<file path="config.mk">
export PLATFORM = sky130hd
export DESIGN_NAME = u_dispatcher
export DESIGN_NICKNAME = d
export VERILOG_FILES = /design/src/rtl/u_dispatcher.sv
export SDC_FILE = /design/constraint.sdc
export NUM_CORES = 1
export LEC_CHECK = 0
export ABC_AREA = 1
export CAP_MARGIN = 15
export CORE_ASPECT_RATIO = 0.6
export CORE_MARGIN = 3
export CORE_UTILIZATION = 55
export DETAILED_ROUTE_END_ITERATION = 8
export MAX_ROUTING_LAYER = met4
export PLACE_DENSITY_LB_ADDON = 0.3
export SLEW_MARGIN = 0
export SYNTH_ARGS = -nofsm -noshare
export SYNTH_HDL_FRONTEND = slang
export SYNTH_SLANG_ARGS = --single-unit
</file>
<file path="constraint.sdc">
create_clock -name clk -period 2.68 [get_ports clk]
set_input_delay 0.402 -clock clk [delete_from_list [all_inputs] [get_ports clk]]
set_output_delay 0.402 -clock clk [all_outputs]
set_load 0.005 [all_outputs]
</file>
<file path="src/rtl/u_dispatcher.sv">
// rtl/u_dispatcher.sv - in-order ID-stage issue controller with WFI/HALT handling and perf counters
module u_dispatcher #(
    parameter int CNT_WIDTH = 32
) (
    input  logic                 clk,
    input  logic                 rst_n,
    input  logic                 instBuffer_dispatcher_inst_vld,
    input  logic                 idu_dispatcher_stall_vld,
    input  logic                 idu_dispatcher_wfi_vld,
    input  logic                 idu_dispatcher_exception_illegal_inst,
    input  logic                 idu_dispatcher_rd_vld,
    input  logic                 idu_dispatcher_dmem_load,
    input  logic                 iex_dispatcher_flush,
    input  logic                 irq_dispatcher_wakeup,
    output logic                 dispatcher_instBuffer_pop,
    output logic                 dispatcher_ifu_pc_hold,
    output logic                 dispatcher_iex_pipe_vld,
    output logic                 dispatcher_iex_rd_vld,
    output logic                 dispatcher_iex_is_load,
    output logic                 dispatcher_wfi_sleep,
    output logic                 dispatcher_exception_vld,
    output logic [CNT_WIDTH-1:0] dispatcher_perf_issue_cnt,
    output logic [CNT_WIDTH-1:0] dispatcher_perf_stall_cnt
);

    typedef enum logic [1:0] {
        ST_RUN  = 2'd0,
        ST_WFI  = 2'd1,
        ST_HALT = 2'd2
    } state_t;

    state_t state;
    state_t next_state;
    logic   pop;
    logic   pc_hold;
    logic   issue;
    logic   stall_evt;

    always_comb begin
        next_state = state;
        pop        = 1'b0;
        pc_hold    = 1'b1;
        issue      = 1'b0;
        stall_evt  = 1'b0;
        case (state)
            ST_RUN: begin
                // A flush discards the wrong-path instruction regardless of its decode.
                if (iex_dispatcher_flush) begin
                    pop = instBuffer_dispatcher_inst_vld;
                end else if (!instBuffer_dispatcher_inst_vld) begin
                    pop = 1'b0;
                end else if (idu_dispatcher_exception_illegal_inst) begin
                    next_state = ST_HALT;
                end else if (idu_dispatcher_stall_vld) begin
                    stall_evt = 1'b1;
                end else if (idu_dispatcher_wfi_vld) begin
                    pop        = 1'b1;
                    next_state = ST_WFI;
                end else begin
                    pop   = 1'b1;
                    issue = 1'b1;
                end
                pc_hold = instBuffer_dispatcher_inst_vld & ~pop;
            end
            ST_WFI: begin
                if (irq_dispatcher_wakeup) begin
                    next_state = ST_RUN;
                end
            end
            ST_HALT: begin
                next_state = ST_HALT;
            end
            default: begin
                next_state = ST_RUN;
            end
        endcase
    end

    assign dispatcher_instBuffer_pop = pop;
    assign dispatcher_ifu_pc_hold    = pc_hold;

    always_ff @(posedge clk) begin
        if (!rst_n) begin
            state                     <= ST_RUN;
            dispatcher_iex_pipe_vld   <= 1'b0;
            dispatcher_iex_rd_vld     <= 1'b0;
            dispatcher_iex_is_load    <= 1'b0;
            dispatcher_wfi_sleep      <= 1'b0;
            dispatcher_exception_vld  <= 1'b0;
            dispatcher_perf_issue_cnt <= '0;
            dispatcher_perf_stall_cnt <= '0;
        end else begin
            state                    <= next_state;
            dispatcher_iex_pipe_vld  <= issue;
            dispatcher_iex_rd_vld    <= issue & idu_dispatcher_rd_vld;
            dispatcher_iex_is_load   <= issue & idu_dispatcher_dmem_load;
            dispatcher_wfi_sleep     <= (next_state == ST_WFI);
            dispatcher_exception_vld <= (next_state == ST_HALT);
            if (issue && (dispatcher_perf_issue_cnt != {CNT_WIDTH{1'b1}})) begin
                dispatcher_perf_issue_cnt <= dispatcher_perf_issue_cnt + 1'b1;
            end
            if (stall_evt && (dispatcher_perf_stall_cnt != {CNT_WIDTH{1'b1}})) begin
                dispatcher_perf_stall_cnt <= dispatcher_perf_stall_cnt + 1'b1;
            end
        end
    end

endmodule

</file>
* Word level (Yosys, flattened, before mapping)
Index checks and enable logic that the tools add are counted.
Cells by class: shift-type cells 0, equality and inequality tests 6, multiply operators 0, bitwise gates (word level) 4, mux-type cells 25, order comparisons 0, reductions and logical operators 3, add/sub/neg operators 2, divide/modulo/power cells 0
Operator list (count):
- $add 32x1->32 const B | 2
- $ne 32x32->1 const B | 2
- $mux 1 | 18
- $mux 2 | 6
- $pmux 2 s3 | 1
- $eq 2x1->1 const B | 2
- $eq 2x2->1 const B | 2
- $and 1x1->1 | 3
- $logic_and 1x1->1 | 2
- $logic_not 2->1 | 1
- $not 1->1 | 1
Word-level totals: bits in registers 71, memory bits (writable) 0, output and inout port bits 71, memories kept 0, bits in latches 0, input bits 10, memory bits (read-only) 0, word-level logic and storage cells 48

* Depth between registers and ports, before layout
Gate-level depths: netlist of the first run.
depth in word-level cells 8, mapped depth 11, mapped depth without buffers 10

* Worst setup path before layout of the first run
No wires, ideal clock.
kind register to register, from reg dispatcher_perf_issue_cnt[0], to reg dispatcher_perf_issue_cnt[30], data required time 2.549 ns, path slack 1.002 ns, period minus slack after synthesis 1.678 ns, arrival 1.548 ns, cell stages (with the launch flop) 12, setup time 0.131 ns, path buffers 1, cells stage by stage dfxtp_1 -> ha_1 -> inv_1 -> nor2_4 -> nand2_2 -> nor2_4 -> nand2_4 -> nand2_8 -> inv_4 -> buf_6 -> nand2_1 -> a21oi_2
Between the ends: word-level cells in the longest chain between the ends 2, elaborated cells on any way between the ends 3, those cells by class add/sub (1); eq/ne (1); reduce/logical (1)
Ends and longest elaborated chain:
- from (decl) | RTL line 22 | output logic [CNT_WIDTH-1:0] dispatcher_perf_issue_cnt,
- from (signal assigned) | RTL line 100 | dispatcher_perf_issue_cnt <= dispatcher_perf_issue_cnt + 1'b1;
- parallel branches: the longest is 2 deep, another holds $add 32x1->32
Several ways; the timed one is not identified. A chain may end at the register's enable or synchronous reset.

* Worst setup path after layout of the first run
from in idu_dispatcher_exception_illegal_inst, to out dispatcher_instBuffer_pop
Between the ends: word-level cells in the longest chain between the ends 5
Ends and longest elaborated chain:
- from (decl) | RTL line 10 | input logic idu_dispatcher_exception_illegal_inst,
- $mux 1 | RTL line 52 | end else if (idu_dispatcher_exception_illegal_inst) begin
- $mux 1 | RTL line 50 | end else if (!instBuffer_dispatcher_inst_vld) begin
- $mux 1 | RTL line 48 | if (iex_dispatcher_flush) begin
- $mux 1 (2 in a row) | RTL line 45 | case (state)
- to (decl) | RTL line 15 | output logic dispatcher_instBuffer_pop,
Every way passes these cells. The select of a mux whose other input is x is not followed.

==> results of run 1 <==
==> registers in the layout, summed over array words and instances, names as in the netlist <==
signal,flops
dispatcher_perf_issue_cnt,32
dispatcher_perf_stall_cnt,32
state,2
dispatcher_exception_vld,1
dispatcher_iex_is_load,1
dispatcher_iex_pipe_vld,1
dispatcher_iex_rd_vld,1
dispatcher_wfi_sleep,1
==> report_power, final <==
| group | internal (W) | leakage [nW] | switching, W | total, W |
|---|---|---|---|---|
| combinational | 0.0000333 | 1.23 | 0.0000547 | 0.0000880 |
| sequential | 0.00106 | 0.572 | 0.00000392 | 0.00106 |
| clock | 0.000812 | 0.148 | 0.000476 | 0.00129 |
==> tightest hold or removal path: stages (launching register included) <==
cell,delay (ns)
dfxtp_1,0.34
nand2_1,0.07
a21oi_1,0.06
==> kinds of logic after synthesis <==
group	after synthesis	synth area share [%]
buf+inv	80	8.40
simple gates	491	46.4
flops	71	31.2
xor+xnor	28	5.38
fa+ha+maj	2	0.549
compound gates	62	8.07
==> routing by layer <==
| metal | share of wire, % | vias to the layer above | GRT usage, % |
|---|---|---|---|
| li1 | - | 2441 | - |
| met1 | 48 | 2242 | 44.0 |
| met2 | 39 | 242 | 39.6 |
| met3 | 11 | 22 | 10.2 |
| met4 | 1.1 | 0 | 6.85 |
| met5 | 0 | - | - |
==> cell usage in the layout (no fill, tap or decap), types with 8 or more instances in the layout <==
cell type / count
nand2_1: 286
nor2_1: 118
clkdlybuf4s50_1: 80
dfxtp_1: 71
inv_1: 61
a21oi_1: 41
nand3_1: 38
xor2_1: 18
nand2_2: 13
a21oi_2: 12
xnor2_1: 10
nand4_1: 9
clkbuf_16: 9
nor2_4: 8
==> per-stage QoR <==
step	power [W]	instance area, µm²	util, %	hold WS (ns)
2_1_floorplan	0.00114	4560	-	0.492
3_3_place_gp	0.00117	5380	67.7	0.496
3_5_place_dp	0.00117	5380	67.7	0.506
4_1_cts	0.00245	5700	71.7	0.514
5_1_grt	0.00250	5700	71.7	0.560
6_report	0.00244	5700	71.7	0.516
==> cell type report <==
| type | count | area (µm²) | area share (%) |
|---|---|---|---|
| clock buffer | 10 | 229 | 4.02 |
| tap | 108 | 135 | 2.37 |
| inverter | 64 | 243 | 4.26 |
| sequential | 71 | 1420 | 25.0 |
| timing repair buffer | 84 | 831 | 14.6 |
| multi-input combinational | 583 | 2750 | 48.3 |
| clock inverter | 6 | 85.1 | 1.49 |
==> final timing paths <==
check	slack, ns	from	endpoint	depth (start not counted)
setup / recovery	0.40	idu_dispatcher_exception_illegal_inst	dispatcher_instBuffer_pop	5
hold reg to reg	0.52	dispatcher_perf_stall_cnt[3]$_SDFFE_PN0P_	dispatcher_perf_stall_cnt[3]$_SDFFE_PN0P_	2
setup reg to reg	0.56	dispatcher_perf_stall_cnt[0]$_SDFFE_PN0P_	dispatcher_perf_stall_cnt[18]$_SDFFE_PN0P_	9
hold / removal	0.52	dispatcher_perf_stall_cnt[3]$_SDFFE_PN0P_	dispatcher_perf_stall_cnt[3]$_SDFFE_PN0P_	2
==> summary.md, run 1 <==
| Metric | Value |
|---|---|
| Die width | 124 µm |
| Clk Latency, worst-skew pair | 0.34 ns |
| Cell breakdown of the critical path | clkdlybuf4s50_1 > nor2_1 > nor2_1 > nor4_1 > clkdlybuf4s50_1 |
| Final worst clock skew | 0.00657 ns |
| Vias per cell | 5.34 |
| PnR worst setup slack | 0.397 ns |
| CTS H-Tree Depth | 3 |
| Crit Path Class | in -> out |
| Pre-Repair DR Iteration Count | 5 |
| First-pass GRT wire length | 22000 µm |
| Leak | 1.95 nW |
| GRT overflow | 0 |
| Setup crit end kind | primary output |
| Vias post-DR | 4947 |
| Post-synth EDFFs | 0 |
| Number of synthesis warnings | 0 |
| Final hold violation count | 0 |
| All-Layer GR Usage | 30.1% |
| CORE AREA | 7950 µm² |
| CTS buffer count | 9 |
| CTS max path bufs | 2 |
| CP required | 2.28 ns |
| Vias in the first global route | 4466 |
| Ports | 81 |
| Post-Place Worst Slack | 0.397 ns |
| Fillers | 703 |
| DR DRC count | 0 |
| Std-Cell Rows | 25 |
| Sink Count | 71 |
| Clock-pin slew on the worst setup and hold paths | 0.06 ns |
| Placer congestion estimate | 1.04 |
| Worst vdd ir | 0.279 mV |
| Worst Hold Class | reg -> reg |
| Status | complete, no violations |
| Final non-filler cell total | 926 |
| Initial DRC count | 537 |
| Antenna Cells | 0 |
| Detailed placer's ending HPWL | 9890 µm |
| Startpoint types | primary input |
| Post-CTS sizing | 0 |
| Top cell type by total area after synthesis | dfxtp_1 |
| Cell variety after synth | 34 |
| Layout cell share with drive strength beyond 1 | 8.19% |
| Flip-flop and latch count after synthesis | 71 |
| Starting density of the core | 57.4% |
| Post-synthesis sequential area ratio | 31.2% |
| CP arrival | 1.88 ns |
| Power Density | 428 nW/µm² |
| Fin crit share | 85.2% |
| Cell area after synthesis | 4560 µm² |
| Hold_buf cts | 0 |
| Setup_tns | 0 ns |
| Worst path top cell family by delay | buffers and inverters |
| Asr flop ratio synth | 0% |
| Chip height | 76.5 µm |
| Slew HR | 69.4% |
| Setup bufs post-CTS | 0 |
| Detail Route Antenna Nets | 0 |
| Slowest cell on crit path | clkdlybuf4s50_1 |
| Initial antenna violation count | 0 |
| CTS tree | yes |
| Worst Path Buf+Inv | 2 |
| Post-synth top cells | nand2_1, nor2_1, dfxtp_1 |
| Actual slew at the worst max-slew pin | 0.457 ns |
| Placed cells | 910 |
| RSZ-0062 raised after global routing | no |
| Crit-path max FO | 3 |
| Commonest register cell after synthesis | dfxtp_1 |
| Peak Freq | 438 MHz |
| Total nets after synthesis | 746 |
| Total die area | 9450 µm² |
| Pins Over Slew Limit | 0 |
| Total Nets Final | 825 |
| Final wirelength | 13600 µm |
| Area delta synth->final | 25.0% |
| Synth top area cells | dfxtp_1, nand2_1, nor2_1 |
| Clock Tree Root | clkbuf_16 |
| PortBufs | 80 |
| Maxcap violations | 0 |
| Post-Syn Area per Cell | 6.21 µm² |
| Largest net degree at the start of global routing | 29 |
| Average wire per standard cell | 14.6 µm |
| Crit-path max cell delay | 0.56 ns |
| Final setup fails | 0 |
| Most frequent cell after synthesis | nand2_1 |
| Top cell type's share of synthesized area | 31.2% |
| Syn Inst Count | 734 |
| Tmin final | 2.28 ns |
Power figures use the tool's default switching activity.
==> run 2: changes to the inputs <==
--- a/config.mk
+++ b/config.mk
@@ -8,8 +8,9 @@
 export ABC_AREA = 1
 export CAP_MARGIN = 15
 export CORE_ASPECT_RATIO = 0.6
-export CORE_MARGIN = 3
+export CORE_MARGIN = 2
 export CORE_UTILIZATION = 55
+export CTS_CLUSTER_DIAMETER = 80
 export DETAILED_ROUTE_END_ITERATION = 8
 export MAX_ROUTING_LAYER = met4
 export PLACE_DENSITY_LB_ADDON = 0.3
==> summary.md, run 2 (synthesized netlist as in run 1, its figures left out) <==
| Metric | Value |
|---|---|
| Status | complete, no violations |
| HP Start | dispatcher_perf_stall_cnt[3]$_SDFFE_PN0P_ |
| Post-CTS sizing | 0 |
| Maxcap violations | 0 |
| Most frequent cells in the layout | nand2_1, nor2_1, clkdlybuf4s50_1 |
| Largest net degree at the start of global routing | 29 |
| Placer congestion estimate | 1.04 |
| Post-Place Worst Slack | 0.370 ns |
| Worst Hold Class | reg -> reg |
| PortBufs | 80 |
| Detailed placer's ending HPWL | 9890 µm |
| Cell breakdown of the critical path | clkdlybuf4s50_1 > nor2_1 > nor2_1 > nor4_1 > clkdlybuf4s50_1 |
| Crit-path max FO | 3 |
| Crit-path max cell delay | 0.55 ns |
| Vias per cell | 5.42 |
| Clk Latency, worst-skew pair | 0.34 ns |
| Antenna Cells | 0 |
| Std-Cell Rows | 25 |
| Psw | 0.000527 W |
| Layout cell share with drive strength beyond 1 | 8.31% |
| Initial antenna violation count | 0 |
| Peak Freq | 438 MHz |
| Setup crit end kind | primary output |
| Hold_buf cts | 0 |
| Combinational Power Share | 3.7% |
| Total die area | 9050 µm² |
| Slowest cell on crit path | clkdlybuf4s50_1 |
| Slew HR | 68.7% |
| CTS H-Tree Depth | 3 |
| Crit Path Class | in -> out |
| Die width | 122 µm |
| Hold EP | dispatcher_perf_stall_cnt[3]$_SDFFE_PN0P_ |
| Power Density | 424 nW/µm² |
| Sw Share | 21.8% |
| Final setup fails | 0 |
| R2R Path Start | dispatcher_perf_stall_cnt[0]$_SDFFE_PN0P_ |
| Clock-pin slew on the worst setup and hold paths | 0.05 ns |
| Leak | 1.95 nW |
| Clock Tree Root | clkbuf_16 |
| Worst r2r dst | dispatcher_perf_stall_cnt[18]$_SDFFE_PN0P_ |
| GRT overflow | 0 |
| Hold Path Depth | 2 |
| All-Layer GR Usage | 31.7% |
| Vias post-DR | 5020 |
| Detail Route Antenna Nets | 0 |
| Pre-Repair DR Iteration Count | 5 |
| Average wire per standard cell | 14.7 µm |
| Ports | 81 |
| R2r setup slk | 0.51 ns |
| Fin crit share | 85.3% |
| CTS buffer count | 9 |
| CORE AREA | 7950 µm² |
| Total Nets Final | 825 |
| Final wirelength | 13700 µm |
| Area delta synth->final | 25.1% |
| Actual slew at the worst max-slew pin | 0.469 ns |
| First-pass GRT wire length | 21600 µm |
| Tmin final | 2.29 ns |
| DR DRC count | 0 |
| Starting density of the core | 57.4% |
| Sequential cell fraction of total power | 44.0% |
| RSZ-0062 raised after global routing | no |
| Vias in the first global route | 4342 |
| Clock power share | 52.3% |
| Worst Hold Slack | 0.532 ns |
| CP arrival | 1.88 ns |
| Count of cells along the worst register-to-register path | 9 |
| Setup_tns | 0 ns |
| Final core utilization | 71.8% |
| Setup bufs post-CTS | 0 |
| Final hold violation count | 0 |
| Pins Over Slew Limit | 0 |
| Pint | 0.00189 W |
| Sink Count | 71 |
| Final worst clock skew | 0.00691 ns |
| PnR worst setup slack | 0.395 ns |
| Worst vdd ir | 0.393 mV |
| CP required | 2.28 ns |
| CTS tree | yes |
| CTS max path bufs | 2 |
| Initial DRC count | 508 |
| Leading cell type in the layout, fill and taps excluded | nand2_1 |
| Chip height | 74.5 µm |
| Tot Pwr | 0.00242 W |
| Top Registers | dispatcher_perf_issue_cnt: 32 flops, dispatcher_perf_stall_cnt: 32 flops, state: 2 flops |
| Startpoint types | primary input |
## run 2: cell count changes in the layout (fill, tap and decap cells not counted)
cell / previous run / this run
clkbuf_1: 1 / 0
clkinvlp_4: 2 / 3
bufinv_16: 2 / 1
clkbuf_8: 0 / 3
clkinv_2: 2 / 0
## run 2: worst max-delay path by stage
| stage | depth (start not counted) | startpoint | slack (ns) | endpoint |
|---|---|---|---|---|
| 2_1_floorplan | 11 | dispatcher_perf_issue_cnt[0]$_SDFFE_PN0P_ | 1.00 | dispatcher_perf_issue_cnt[30]$_SDFFE_PN0P_ |
| 3_3_place_gp | 5 | idu_dispatcher_exception_illegal_inst | 0.49 | dispatcher_instBuffer_pop |
| 3_5_place_dp | 8 | iex_dispatcher_flush | 0.37 | dispatcher_perf_issue_cnt[8]$_SDFFE_PN0P_ |
| 4_1_cts | 5 | idu_dispatcher_stall_vld | 0.42 | dispatcher_instBuffer_pop |
| 5_1_grt | 5 | idu_dispatcher_stall_vld | 0.26 | dispatcher_instBuffer_pop |
| 6_report | 5 | idu_dispatcher_stall_vld | 0.39 | dispatcher_instBuffer_pop |
## run 2: cell type report
type	instances	area [µm²]
repair buffers	84	831
inverters	64	243
multi-input cells	583	2750
clock buffers	12	267
flip-flops and latches	71	1420
clock inverters	4	52.6
well taps	108	135
fillers	688	2240
## run 2: routing by layer
layer | up-vias | global-route usage (%) | routed length (µm)
met5 | - | - | 0
met4 | 0 | 7.54 | 130
met3 | 17 | 8.82 | 1480
met2 | 252 | 42.9 | 5520
met1 | 2305 | 46.1 | 6510
li1 | 2446 | - | -
## run 2: power by group through the flow
stage / Clock (W) / Sequential [W] / Combinational [W]
3_5_place_dp: 0 / 0.00109 / 0.0000879
4_1_cts: 0.00127 / 0.00106 / 0.0000885
5_1_grt: 0.00131 / 0.00106 / 0.0000960
6_report: 0.00126 / 0.00106 / 0.0000889
2_1_floorplan: 0 / 0.00109 / 0.0000516
3_3_place_gp: 0 / 0.00109 / 0.0000848
## run 2: critical path, delay by kind of cell
family,cells,cell delay (ns)
buffers and inverters,2,0.99
AND/OR/NAND/NOR,3,0.50
## run 2: stage by stage
stage | std cells | area (µm²)
6_report | 926 | 5700
3_5_place_dp | 910 | 5380
2_1_floorplan | 734 | 4560
3_3_place_gp | 910 | 5380
5_1_grt | 926 | 5700
4_1_cts | 926 | 5700
